[src/rtl/sb_msg_arbiter_if.sv]
// ============================================================================
// sb_msg_arbiter_if : request/SB bundle between handshake engines and arbiter
// Rev 1.0
// ============================================================================
`timescale 1ns/1ps
`default_nettype none

interface sb_msg_arbiter_if #(
    parameter int N_REQ        = 2,
    parameter int SB_MSG_WIDTH = 4
);
    logic [N_REQ-1:0]              i_req_valid;
    logic [N_REQ*SB_MSG_WIDTH-1:0] i_req_msg;
    logic                          i_SB_Busy;
    logic                          i_falling_edge_busy;
    logic                          i_flush;
    logic [SB_MSG_WIDTH-1:0]       o_encoded_SB_msg;
    logic                          o_tx_msg_valid;
    logic [N_REQ-1:0]              o_req_ack;
    logic [N_REQ-1:0]              o_grant;
    logic                          o_timeout;
    logic                          o_arb_busy;

    modport master (
        output i_req_valid, i_req_msg, i_SB_Busy, i_falling_edge_busy, i_flush,
        input  o_encoded_SB_msg, o_tx_msg_valid, o_req_ack, o_grant, o_timeout, o_arb_busy
    );

    modport slave (
        input  i_req_valid, i_req_msg, i_SB_Busy, i_falling_edge_busy, i_flush,
        output o_encoded_SB_msg, o_tx_msg_valid, o_req_ack, o_grant, o_timeout, o_arb_busy
    );
endinterface

`default_nettype wire

[src/rtl/sb_msg_arbiter.sv]
// ============================================================================
// sb_msg_arbiter : shares one SB message-encode channel among N_REQ requesters
// Optional: SB_ARB_RR_EN selects round-robin instead of fixed priority.
// Rev 1.0
// ============================================================================
`timescale 1ns/1ps
`default_nettype none

module sb_msg_arbiter #(
    parameter int N_REQ        = 2,
    parameter int SB_MSG_WIDTH = 4,
    parameter int TIMEOUT_CYC  = 255
) (
    input  wire logic       i_clk,
    input  wire logic       i_rst_n,
    sb_msg_arbiter_if.slave sb
);
    localparam int c_CNT_W = $clog2(TIMEOUT_CYC + 1);
    localparam int c_IDX_W = $clog2(N_REQ);
    localparam logic [c_CNT_W-1:0] c_CNT_LAST = c_CNT_W'(TIMEOUT_CYC - 1);
    localparam logic [c_CNT_W-1:0] c_CNT_SAT  = {c_CNT_W{1'b1}};

    typedef enum logic [1:0] {
        S_IDLE        = 2'd0,
        S_LAUNCH      = 2'd1,
        S_WAIT_ACCEPT = 2'd2,
        S_ACK         = 2'd3
    } state_t;

    state_t                   r_state, w_state_nxt;
    logic [c_CNT_W-1:0]       r_cnt, w_cnt_nxt;
    logic [N_REQ-1:0]         r_mask, w_mask_nxt;
    logic [N_REQ-1:0]         r_grant, w_grant_nxt;
    logic [SB_MSG_WIDTH-1:0]  r_msg, w_msg_nxt;
    logic                     r_tx_valid, w_tx_valid_nxt;
    logic [N_REQ-1:0]         r_ack, w_ack_nxt;
    logic                     r_timeout, w_timeout_nxt;
    logic                     r_busy;

    logic [N_REQ-1:0]         w_cand;
    logic                     w_win_found;
    logic [c_IDX_W-1:0]       w_win_idx;

`ifdef SB_ARB_RR_EN
    logic [c_IDX_W-1:0]       r_ptr, w_ptr_nxt;
    logic [c_IDX_W-1:0]       r_own_idx, w_own_idx_nxt;
    int                       w_rr_idx;
`endif

    // Winner selection; the one-cycle mask keeps a just-acked requester out.
    always_comb begin
        w_cand      = sb.i_req_valid & ~r_mask;
        w_win_found = 1'b0;
        w_win_idx   = '0;
`ifdef SB_ARB_RR_EN
        w_rr_idx    = 0;
        for (int off = 0; off < N_REQ; off++) begin
            w_rr_idx = (int'(r_ptr) + off) % N_REQ;
            if (!w_win_found && w_cand[w_rr_idx]) begin
                w_win_found = 1'b1;
                w_win_idx   = c_IDX_W'(w_rr_idx);
            end
        end
`else
        for (int i = N_REQ - 1; i >= 0; i--) begin
            if (w_cand[i]) begin
                w_win_found = 1'b1;
                w_win_idx   = c_IDX_W'(i);
            end
        end
`endif
    end

    always_comb begin
        w_state_nxt    = r_state;
        w_cnt_nxt      = r_cnt;
        w_grant_nxt    = r_grant;
        w_msg_nxt      = r_msg;
        w_mask_nxt     = '0;
        w_tx_valid_nxt = 1'b0;
        w_ack_nxt      = '0;
        w_timeout_nxt  = 1'b0;
`ifdef SB_ARB_RR_EN
        w_ptr_nxt      = r_ptr;
        w_own_idx_nxt  = r_own_idx;
`endif
        case (r_state)
            S_IDLE: begin
                if (w_win_found && !sb.i_SB_Busy) begin
                    w_state_nxt = S_LAUNCH;
                    w_grant_nxt = {{(N_REQ-1){1'b0}}, 1'b1} << w_win_idx;
                    w_msg_nxt   = sb.i_req_msg[int'(w_win_idx) * SB_MSG_WIDTH +: SB_MSG_WIDTH];
`ifdef SB_ARB_RR_EN
                    w_own_idx_nxt = w_win_idx;
`endif
                end
            end
            S_LAUNCH: begin
                w_tx_valid_nxt = 1'b1;
                w_state_nxt    = S_WAIT_ACCEPT;
                w_cnt_nxt      = '0;
            end
            S_WAIT_ACCEPT: begin
                // Edge beats timeout when both land in the same cycle.
                if (sb.i_falling_edge_busy) begin
                    w_state_nxt = S_ACK;
                    w_ack_nxt   = r_grant;
`ifdef SB_ARB_RR_EN
                    w_ptr_nxt   = (r_own_idx == c_IDX_W'(N_REQ - 1)) ? '0 : r_own_idx + 1'b1;
`endif
                end else if (r_cnt == c_CNT_LAST) begin
                    w_state_nxt   = S_IDLE;
                    w_timeout_nxt = 1'b1;
                    w_grant_nxt   = '0;
                    w_cnt_nxt     = '0;
                end else if (r_cnt != c_CNT_SAT) begin
                    w_cnt_nxt = r_cnt + 1'b1;
                end
            end
            S_ACK: begin
                w_state_nxt = S_IDLE;
                w_grant_nxt = '0;
                w_mask_nxt  = r_grant;
            end
            default: begin
                w_state_nxt = S_IDLE;
                w_grant_nxt = '0;
            end
        endcase

        if (sb.i_flush) begin
            w_state_nxt    = S_IDLE;
            w_grant_nxt    = '0;
            w_mask_nxt     = '0;
            w_cnt_nxt      = '0;
            w_tx_valid_nxt = 1'b0;
            w_ack_nxt      = '0;
            w_timeout_nxt  = 1'b0;
            w_msg_nxt      = r_msg;
`ifdef SB_ARB_RR_EN
            w_ptr_nxt      = r_ptr;
            w_own_idx_nxt  = r_own_idx;
`endif
        end
    end

    always_ff @(posedge i_clk or negedge i_rst_n) begin
        if (!i_rst_n) begin
            r_state    <= S_IDLE;
            r_cnt      <= '0;
            r_mask     <= '0;
            r_grant    <= '0;
            r_msg      <= '0;
            r_tx_valid <= 1'b0;
            r_ack      <= '0;
            r_timeout  <= 1'b0;
            r_busy     <= 1'b0;
`ifdef SB_ARB_RR_EN
            r_ptr      <= '0;
            r_own_idx  <= '0;
`endif
        end else begin
            r_state    <= w_state_nxt;
            r_cnt      <= w_cnt_nxt;
            r_mask     <= w_mask_nxt;
            r_grant    <= w_grant_nxt;
            r_msg      <= w_msg_nxt;
            r_tx_valid <= w_tx_valid_nxt;
            r_ack      <= w_ack_nxt;
            r_timeout  <= w_timeout_nxt;
            r_busy     <= (w_state_nxt != S_IDLE);
`ifdef SB_ARB_RR_EN
            r_ptr      <= w_ptr_nxt;
            r_own_idx  <= w_own_idx_nxt;
`endif
        end
    end

    assign sb.o_encoded_SB_msg = r_msg;
    assign sb.o_tx_msg_valid   = r_tx_valid;
    assign sb.o_req_ack        = r_ack;
    assign sb.o_grant          = r_grant;
    assign sb.o_timeout        = r_timeout;
    assign sb.o_arb_busy       = r_busy;

endmodule

`default_nettype wire

[src/flat_wrapper.sv]
// flat-port wrapper written by rule: the top's interface ports become plain ports
module sb_msg_arbiter_flat 
#(
    parameter int N_REQ        = 2,
    parameter int SB_MSG_WIDTH = 4,
    parameter int TIMEOUT_CYC  = 255
)
  (i_clk, i_rst_n, sb_i_req_valid, sb_i_req_msg, sb_i_SB_Busy, sb_i_falling_edge_busy, sb_i_flush, sb_o_encoded_SB_msg, sb_o_tx_msg_valid, sb_o_req_ack, sb_o_grant, sb_o_timeout, sb_o_arb_busy);
  sb_msg_arbiter_if #(.N_REQ(N_REQ), .SB_MSG_WIDTH(SB_MSG_WIDTH)) sb_i ();
  input  wire logic i_clk;
  input  wire logic i_rst_n;
  input wire logic [$bits(sb_i.i_req_valid)-1:0] sb_i_req_valid;
  input wire logic [$bits(sb_i.i_req_msg)-1:0] sb_i_req_msg;
  input wire logic [$bits(sb_i.i_SB_Busy)-1:0] sb_i_SB_Busy;
  input wire logic [$bits(sb_i.i_falling_edge_busy)-1:0] sb_i_falling_edge_busy;
  input wire logic [$bits(sb_i.i_flush)-1:0] sb_i_flush;
  output wire logic [$bits(sb_i.o_encoded_SB_msg)-1:0] sb_o_encoded_SB_msg;
  output wire logic [$bits(sb_i.o_tx_msg_valid)-1:0] sb_o_tx_msg_valid;
  output wire logic [$bits(sb_i.o_req_ack)-1:0] sb_o_req_ack;
  output wire logic [$bits(sb_i.o_grant)-1:0] sb_o_grant;
  output wire logic [$bits(sb_i.o_timeout)-1:0] sb_o_timeout;
  output wire logic [$bits(sb_i.o_arb_busy)-1:0] sb_o_arb_busy;
  assign sb_i.i_req_valid = sb_i_req_valid;
  assign sb_i.i_req_msg = sb_i_req_msg;
  assign sb_i.i_SB_Busy = sb_i_SB_Busy;
  assign sb_i.i_falling_edge_busy = sb_i_falling_edge_busy;
  assign sb_i.i_flush = sb_i_flush;
  assign sb_o_encoded_SB_msg = sb_i.o_encoded_SB_msg;
  assign sb_o_tx_msg_valid = sb_i.o_tx_msg_valid;
  assign sb_o_req_ack = sb_i.o_req_ack;
  assign sb_o_grant = sb_i.o_grant;
  assign sb_o_timeout = sb_i.o_timeout;
  assign sb_o_arb_busy = sb_i.o_arb_busy;
  sb_msg_arbiter #(.N_REQ(N_REQ), .SB_MSG_WIDTH(SB_MSG_WIDTH), .TIMEOUT_CYC(TIMEOUT_CYC)) u_core (.i_clk(i_clk), .i_rst_n(i_rst_n), .sb(sb_i));
endmodule
[config.mk]
export PLATFORM = sky130hd
export DESIGN_NAME = sb_msg_arbiter_flat
export DESIGN_NICKNAME = d
export VERILOG_FILES = /design/src/rtl/sb_msg_arbiter_if.sv /design/src/rtl/sb_msg_arbiter.sv /design/src/flat_wrapper.sv
export SDC_FILE = /design/constraint.sdc
export NUM_CORES = 1
export LEC_CHECK = 0
export CAP_MARGIN = 20
export CORE_ASPECT_RATIO = 0.75
export CORE_MARGIN = 2
export CORE_UTILIZATION = 45
export CTS_CLUSTER_DIAMETER = 100
export DETAILED_ROUTE_END_ITERATION = 10
export PLACE_DENSITY = 0.77
export SYNTH_ARGS = -nofsm -noshare
export SYNTH_HDL_FRONTEND = slang
export SYNTH_SLANG_ARGS = --single-unit
[constraint.sdc]
create_clock -name i_clk -period 1.9 [get_ports i_clk]
set_input_delay 0.38 -clock i_clk [delete_from_list [all_inputs] [get_ports i_clk]]
set_output_delay 0.38 -clock i_clk [all_outputs]
set_load 0.02 [all_outputs]
==> results.sh, run 1 <==
export IMPL_outcome="completed"
export IMPL_crit_top_cell="buf_4"
export IMPL_p_per_area_nw_per_um2=883.4
export IMPL_clk_path_buf_depth=2
export IMPL_grt_overflow_total=0
export IMPL_cts_sinks=23
export IMPL_fin_worst_skew_ps=5.669
export IMPL_track_usage_pct=20.28
export IMPL_drv_slew=0
export IMPL_die_area_um2=3211
export IMPL_rsz0062_at_grt="false"
export IMPL_nets=188
export IMPL_required_ps=2110
export IMPL_max_slew_margin_rel_pct=69.75
export IMPL_die_w_um=64.77
export IMPL_hold_violations=0
export IMPL_syn_area_per_cell_um2=9.970
export IMPL_area_delta_synth_final_pct=36.14
export IMPL_syn_cell_area_um2=1246
export IMPL_antenna_cells=0
export IMPL_finalWirelength_um=2926
export IMPL_holdWs_ps=452.2
export IMPL_swShare_pct=33.87
export IMPL_pin_count=26
export IMPL_synth_cells=125
export IMPL_power_frac_seq_pct=40.7
export IMPL_max_stage_delay_ps=450
export IMPL_cp_max_fo=10
export IMPL_place_congestion=0.8893
export IMPL_drive_gt1_share_pct=17.58
export IMPL_finalCritPeriodShare_pct=93.89
export IMPL_num_fill_cells=219
export IMPL_critPathArrivalTime_ps=1990
export IMPL_met3_length_um=196
export IMPL_top_layer_used="met4"
export IMPL_clockRootBuffer="clkbuf_8"
export IMPL_design_core_area_um2=2623
export IMPL_cp_slowest_cell="or3_2"
export IMPL_synth_seq_cells=23
export IMPL_fin_tns_setup_ps=0
export IMPL_rows=16
export IMPL_critPathLaunchType="flip-flop"
export IMPL_power_frac_comb_pct=39.1
export IMPL_post_drt_via_cell_ratio=5.537
export IMPL_met2_length_um=1418
export IMPL_met1_length_um=1245
export IMPL_postCtsSetupBuffers=0
export IMPL_dp_hpwl_um=2224
export IMPL_grt_pass1_vias=1045
export IMPL_start_util_pct=47.52
export IMPL_setup_viol=0
export IMPL_grt_max_degree=24
export IMPL_ant_nets=0
export IMPL_crit_type="flip-flop to flip-flop"
export IMPL_synth_distinct_cells=35
export IMPL_detail_route_wl_per_cell_um=14.56
export IMPL_p_int_uw=991.2
export IMPL_cts_made_buffers=3
export IMPL_ys_seq_area_share_pct=46.18
export IMPL_cts_max_level=1
export IMPL_first_pass_iters=4
export IMPL_clkLatencyLatePin_ps=270
export IMPL_vias=1113
export IMPL_fmax_mhz=560.6
export IMPL_synth_warnings=0
export IMPL_max_slew_worst_pin_slew_ps=450.7
export IMPL_synthesis_nets=147
export IMPL_maxCapViolCount=0
export IMPL_worst_setup_path_end_kind="flip-flop"
export IMPL_clkPwrFrac_pct=20.2
export IMPL_cts_tree="yes"
export IMPL_clk_pin_slew_worst_paths_ps=80
export IMPL_peakVddDrop_uv=530.4
export IMPL_fp_dieH_um=49.58
export IMPL_hp_class="input port to asynchronous set/reset pin"
export IMPL_leakage_uw=0.0007159
export IMPL_path_cells="inv_1, ha_1, buf_4, nand2_2, a21oi_4, buf_4, or3_2, a21oi_2"
export IMPL_drt_iter0_markers=58
export IMPL_switching_power_uw=507.7
export IMPL_drc=0
export IMPL_grt_pass1_wl_um=4857
export IMPL_portBuffers=25
export IMPL_antenna_found_initial=0
export IMPL_min_period_ps=1784
==> power by group through the flow <==
| stage | Combinational (µW) | Clock (µW) | Sequential [µW] |
|---|---|---|---|
| 2_1_floorplan | 230 | 0 | 678 |
| 3_3_place_gp | 544 | 0 | 615 |
| 3_5_place_dp | 563 | 0 | 622 |
| 4_1_cts | 573 | 318 | 611 |
| 5_1_grt | 637 | 341 | 620 |
| 6_report | 586 | 302 | 610 |
==> registers in the layout, indices dropped and copies added, names as in the netlist <==
signal	count
u_core.sb.o_tx_msg_valid	1
u_core.sb.o_grant	2
u_core.r_cnt	8
u_core.r_mask	2
u_core.sb.o_timeout	1
u_core.r_state	2
u_core.sb.o_encoded_SB_msg	4
u_core.sb.o_arb_busy	1
u_core.sb.o_req_ack	2
==> final timing paths <==
kind / slack (ps) / endpoint / cells after the start / startpoint
max: 120 / u_core.r_cnt[1] / 8 / u_core.r_state[0]
min in group i_clk: 530 / u_core.r_cnt[6] / 1 / u_core.r_cnt[6]
min reg2reg: 530 / u_core.r_cnt[6] / 1 / u_core.r_cnt[6]
min: 450 / u_core.r_cnt[7] / 2 / i_rst_n
max in group asynchronous: 1230 / u_core.sb.o_encoded_SB_msg[1] / 2 / i_rst_n
max reg2reg: 120 / u_core.r_cnt[1] / 8 / u_core.r_state[0]
==> metrics by stage <==
step / total power, µW / utilization (%) / area, µm² / setup WS (ps) / cells
after floorplan: 908.1 / - / 1246 / 70.53 / 125
after global placement: 1159 / 62.02 / 1627 / -63.86 / 197
after detailed placement: 1184 / 62.02 / 1627 / -180.2 / 197
after CTS: 1502 / 63.93 / 1677 / 40.50 / 201
after global routing: 1598 / 64.69 / 1697 / 17.57 / 201
final: 1499 / 64.69 / 1697 / 116.1 / 201
==> Yosys cell counts <==
| cell type | count | area, µm² |
|---|---|---|
| dfrtp_1 | 23 | 575.6 |
| a21oi_1 | 14 | 70.07 |
| nor2_1 | 11 | 41.29 |
| inv_1 | 9 | 33.78 |
| ha_1 | 7 | 87.58 |
| nand2_1 | 5 | 18.77 |
| nand2b_1 | 5 | 31.28 |
| mux2i_1 | 4 | 40.04 |
| nand3_1 | 4 | 20.02 |
| o21ai_0 | 4 | 20.02 |
| or4_1 | 4 | 30.03 |
| a311oi_1 | 3 | 26.28 |
| o31ai_1 | 3 | 22.52 |
| a211oi_1 | 2 | 15.01 |
| a21o_1 | 2 | 15.01 |
| a41oi_1 | 2 | 17.52 |
| buf_6 | 2 | 22.52 |
| nor2b_1 | 2 | 12.51 |
| o2bb2ai_1 | 2 | 17.52 |
| or3_1 | 2 | 12.51 |
| a2111oi_2 | 1 | 15.01 |
| a221oi_1 | 1 | 8.760 |
| a311o_1 | 1 | 10.01 |
| and3_1 | 1 | 6.260 |
| and3_2 | 1 | 7.510 |
| and3_4 | 1 | 11.26 |
| buf_1 | 1 | 3.750 |
| buf_2 | 1 | 5.000 |
| clkbuf_1 | 1 | 3.750 |
| nor4_1 | 1 | 6.260 |
| nor4b_1 | 1 | 8.760 |
| o211ai_1 | 1 | 7.510 |
| o41ai_1 | 1 | 8.760 |
| or2_2 | 1 | 6.260 |
| or3_2 | 1 | 7.510 |
==> worst max-delay path: cells and delay by family (launching register included) <==
family	cells	cell delay [ps]
adder cells (fa/ha/maj)	1	200
AO/OA/AOI/OAI	2	210
AND/OR/NAND/NOR	2	540
flip-flops	1	390
buffers and inverters	3	380
==> cell families after synthesis <==
family / synth area share (%)
compound gates: 20.38
fa+ha+maj: 7.028
buf+inv: 5.521
flops: 46.18
mux: 3.213
simple gates: 17.67
==> final cells by class <==
cell class / instances / area (µm²) / area share (%)
well taps: 36 / 45.04 / 2.655
repair buffers: 41 / 370.4 / 21.83
clock buffers: 3 / 41.29 / 2.434
inverters: 9 / 33.78 / 1.991
clock inverters: 1 / 5.005 / 0.2950
flip-flops and latches: 23 / 575.6 / 33.92
multi-input cells: 88 / 625.6 / 36.87
==> cell usage in the layout (no fill, tap or decap), types with 2 or more instances in the layout <==
cell type        netlist  layout
o31ai_1                3       3
a41oi_1                2       2
nand3_1                4       4
dfrtp_1               23      23
buf_4                  0      16
a21o_1                 2       2
mux2i_1                4       4
o21ai_0                4       4
clkbuf_8               0       3
nand2b_1               5       5
ha_1                   7       7
clkdlybuf4s50_1        0      25
a211oi_1               2       2
a21oi_1               14      12
o2bb2ai_1              2       2
nor2b_1                2       2
or3_1                  2       2
or4_1                  4       4
inv_1                  9       9
nor2_1                11      11
nand2_1                5       4
a311oi_1               3       2
==> layer usage <==
metal	GRT usage (%)	up-vias
met3	4.566	11
met4	8.865	0
met5	0	-
met1	25.92	512
li1	-	539
met2	32.99	51
==> timing repair <==
| item | 4_1_cts | 5_1_grt |
|---|---|---|
| hold buffers | 0 | 0 |
| setup endpoints to repair | 7 | 8 |
| resized for setup | 1 | 4 |
| pin swaps | 0 | 0 |
Note: power is estimated with default switching activity, not from simulation.
==> run 2, diff against run 1 <==
==> constraint.sdc (replaced) <==
create_clock -name i_clk -period 1.9 [get_ports i_clk]
set_input_delay 0.475 -clock i_clk [delete_from_list [all_inputs] [get_ports i_clk]]
set_output_delay 0.475 -clock i_clk [all_outputs]
set_load 0.02 [all_outputs]
==> run 2 against run 1 <==
Effect of this change: final area shrank 2.4%; largest cell class unchanged; fmax fell by 0.58%; largest power group unchanged; combinational power is 7.3% lower.
==> results.sh, run 2 (same netlist as run 1, synthesis figures left out) <==
export IMPL_outcome="completed"
export IMPL_power_frac_comb_pct=37.4
export IMPL_antenna_cells=0
export IMPL_place_inst=192
export IMPL_grt_pass1_wl_um=4567
export IMPL_area_delta_synth_final_pct=32.83
export IMPL_crit_start="u_core.r_state[1]"
export IMPL_cts_max_level=1
export IMPL_antenna_found_initial=0
export IMPL_grt_max_degree=24
export IMPL_cp_max_fo=7
export IMPL_final_cell_mix="clkdlybuf4s50_1 (25), dfrtp_1 (23), a21oi_1 (13), nor2_1 (11), buf_4 (11)"
export IMPL_clockRootBuffer="clkbuf_8"
export IMPL_peakVddDrop_uv=555.4
export IMPL_swShare_pct=33.33
export IMPL_min_delay_start="u_core.r_cnt[6]"
export IMPL_power_uw=1452
export IMPL_grt_overflow_total=0
export IMPL_place_congestion=0.8407
export IMPL_grt_util_met2_pct=26.98
export IMPL_dp_hpwl_um=2074
export IMPL_clk_path_buf_depth=2
export IMPL_p_per_area_nw_per_um2=876.9
export IMPL_cts_hold_buffers=0
export IMPL_clkLatencyLatePin_ps=260
export IMPL_max_slew_worst_pin_slew_ps=381.4
export IMPL_stdcell_count=197
export IMPL_pin_count=26
export IMPL_met3_usage_pct=5.479
export IMPL_detail_route_wl_per_cell_um=13.29
export IMPL_fp_dieH_um=49.58
export IMPL_maxCapViolCount=0
export IMPL_rsz0062_at_grt="false"
export IMPL_finalWirelength_um=2618
export IMPL_die_area_um2=3211
export IMPL_final_common_cell="clkdlybuf4s50_1"
export IMPL_start_util_pct=47.52
export IMPL_use_met1_pct=26.68
export IMPL_ant_nets=0
export IMPL_clkPwrFrac_pct=20.4
export IMPL_critPathLaunchType="flip-flop"
export IMPL_cts_tree="yes"
export IMPL_portBuffers=25
export IMPL_design_core_area_um2=2623
export IMPL_num_fill_cells=204
export IMPL_drc=0
export IMPL_top_register="u_core.r_cnt"
export IMPL_setup_viol=0
export IMPL_fin_worst_skew_ps=1.515
export IMPL_rr_startpoint="u_core.r_state[1]"
export IMPL_power_frac_seq_pct=42.2
export IMPL_finalCritPeriodShare_pct=94.44
export IMPL_worst_setup_path_end_kind="flip-flop"
export IMPL_critPathArrivalTime_ps=1990
export IMPL_grt_busiest_layer="met2"
export IMPL_drt_iter0_markers=55
export IMPL_dp_slack_ps=-82.76
export IMPL_fmax_mhz=557.3
export IMPL_switching_power_uw=483.8
export IMPL_crit_type="flip-flop to flip-flop"
export IMPL_required_ps=2090
export IMPL_clk_pin_slew_worst_paths_ps=80
export IMPL_drive_gt1_share_pct=16.15
export IMPL_die_w_um=64.77
export IMPL_p_int_uw=967.8
export IMPL_first_pass_iters=4
export IMPL_post_drt_via_cell_ratio=5.487
export IMPL_hp_class="flip-flop to flip-flop"
export IMPL_grt_pass1_vias=985
export IMPL_track_usage_pct=18.54
export IMPL_worst_slack_ps=105.7
export IMPL_cts_sinks=23
export IMPL_min_period_ps=1794
export IMPL_largest_reg_flops=8
export IMPL_cts_made_buffers=3
export IMPL_rows=16
export IMPL_hold_violations=0
export IMPL_leakage_uw=0.0006907
export IMPL_vias=1081
export IMPL_drv_slew=0
export IMPL_max_slew_margin_rel_pct=74.58
export IMPL_nets=184
run 2: worst max-delay path, cell delays in order, from the launching register on:
cell     delay (ps)
dfrtp_1         440
inv_2           100
ha_2            190
or2_2           130
a21oi_2          60
buf_4           160
or4_1           490
a21oi_1         150
run 2: worst paths after layout:
check,slack [ps],cells after the start,end
worst max-delay path,110,7,u_core.r_cnt[3]
worst min-delay path,530,1,u_core.r_cnt[6]
worst max register to register,110,7,u_core.r_cnt[3]
worst min register to register,530,1,u_core.r_cnt[6]
max in group asynchronous,1130,2,u_core.r_mask[0]
min in group asynchronous,560,2,u_core.r_cnt[2]
run 2: layer usage:
| layer | vias to the layer above | part of all wire [%] |
|---|---|---|
| li1 | 535 | - |
| met1 | 517 | 49 |
| met2 | 27 | 46 |
| met3 | 2 | 3.6 |
| met4 | 0 | 0.73 |
| met5 | - | 0 |
run 2: final cells by class:
| cell class | count | area [µm²] | area share [%] |
|---|---|---|---|
| Clock buffer | 3 | 41.29 | 2.494 |
| Clock inverter | 1 | 5.005 | 0.3023 |
| Inverter | 9 | 33.78 | 2.041 |
| Multi-Input combinational cell | 88 | 616.8 | 37.26 |
| Sequential cell | 23 | 575.6 | 34.77 |
| Tap cell | 36 | 45.04 | 2.721 |
| Timing Repair Buffer | 37 | 337.8 | 20.41 |
run 2: power groups by stage:
stage                     clock network, µW  logic [µW]  registers, µW
after detailed placement                  0         530            620
after global placement                    0         512            617
final                                   297         543            612
after global routing                    337         596            624
after floorplan                           0         230            678
after CTS                               312         532            611
run 2: metrics by stage:
stage               instance area (µm²)  hold WS, ps  setup TNS (ps)  util, %
global placement                   1589        512.0          -121.8    60.59
floorplan                          1246        179.4               0        -
finish                             1655        529.3               0    63.12
CTS                                1635        522.3               0    62.36
global route                       1655        536.2               0    63.12
detailed placement                 1589        509.4          -389.2    60.59
run 2: repair_timing:
| action | 4_1_cts | 5_1_grt |
|---|---|---|
| setup endpoints to repair | 0 | 7 |
| buffers inserted | 0 | 0 |
| resized for setup | 0 | 6 |
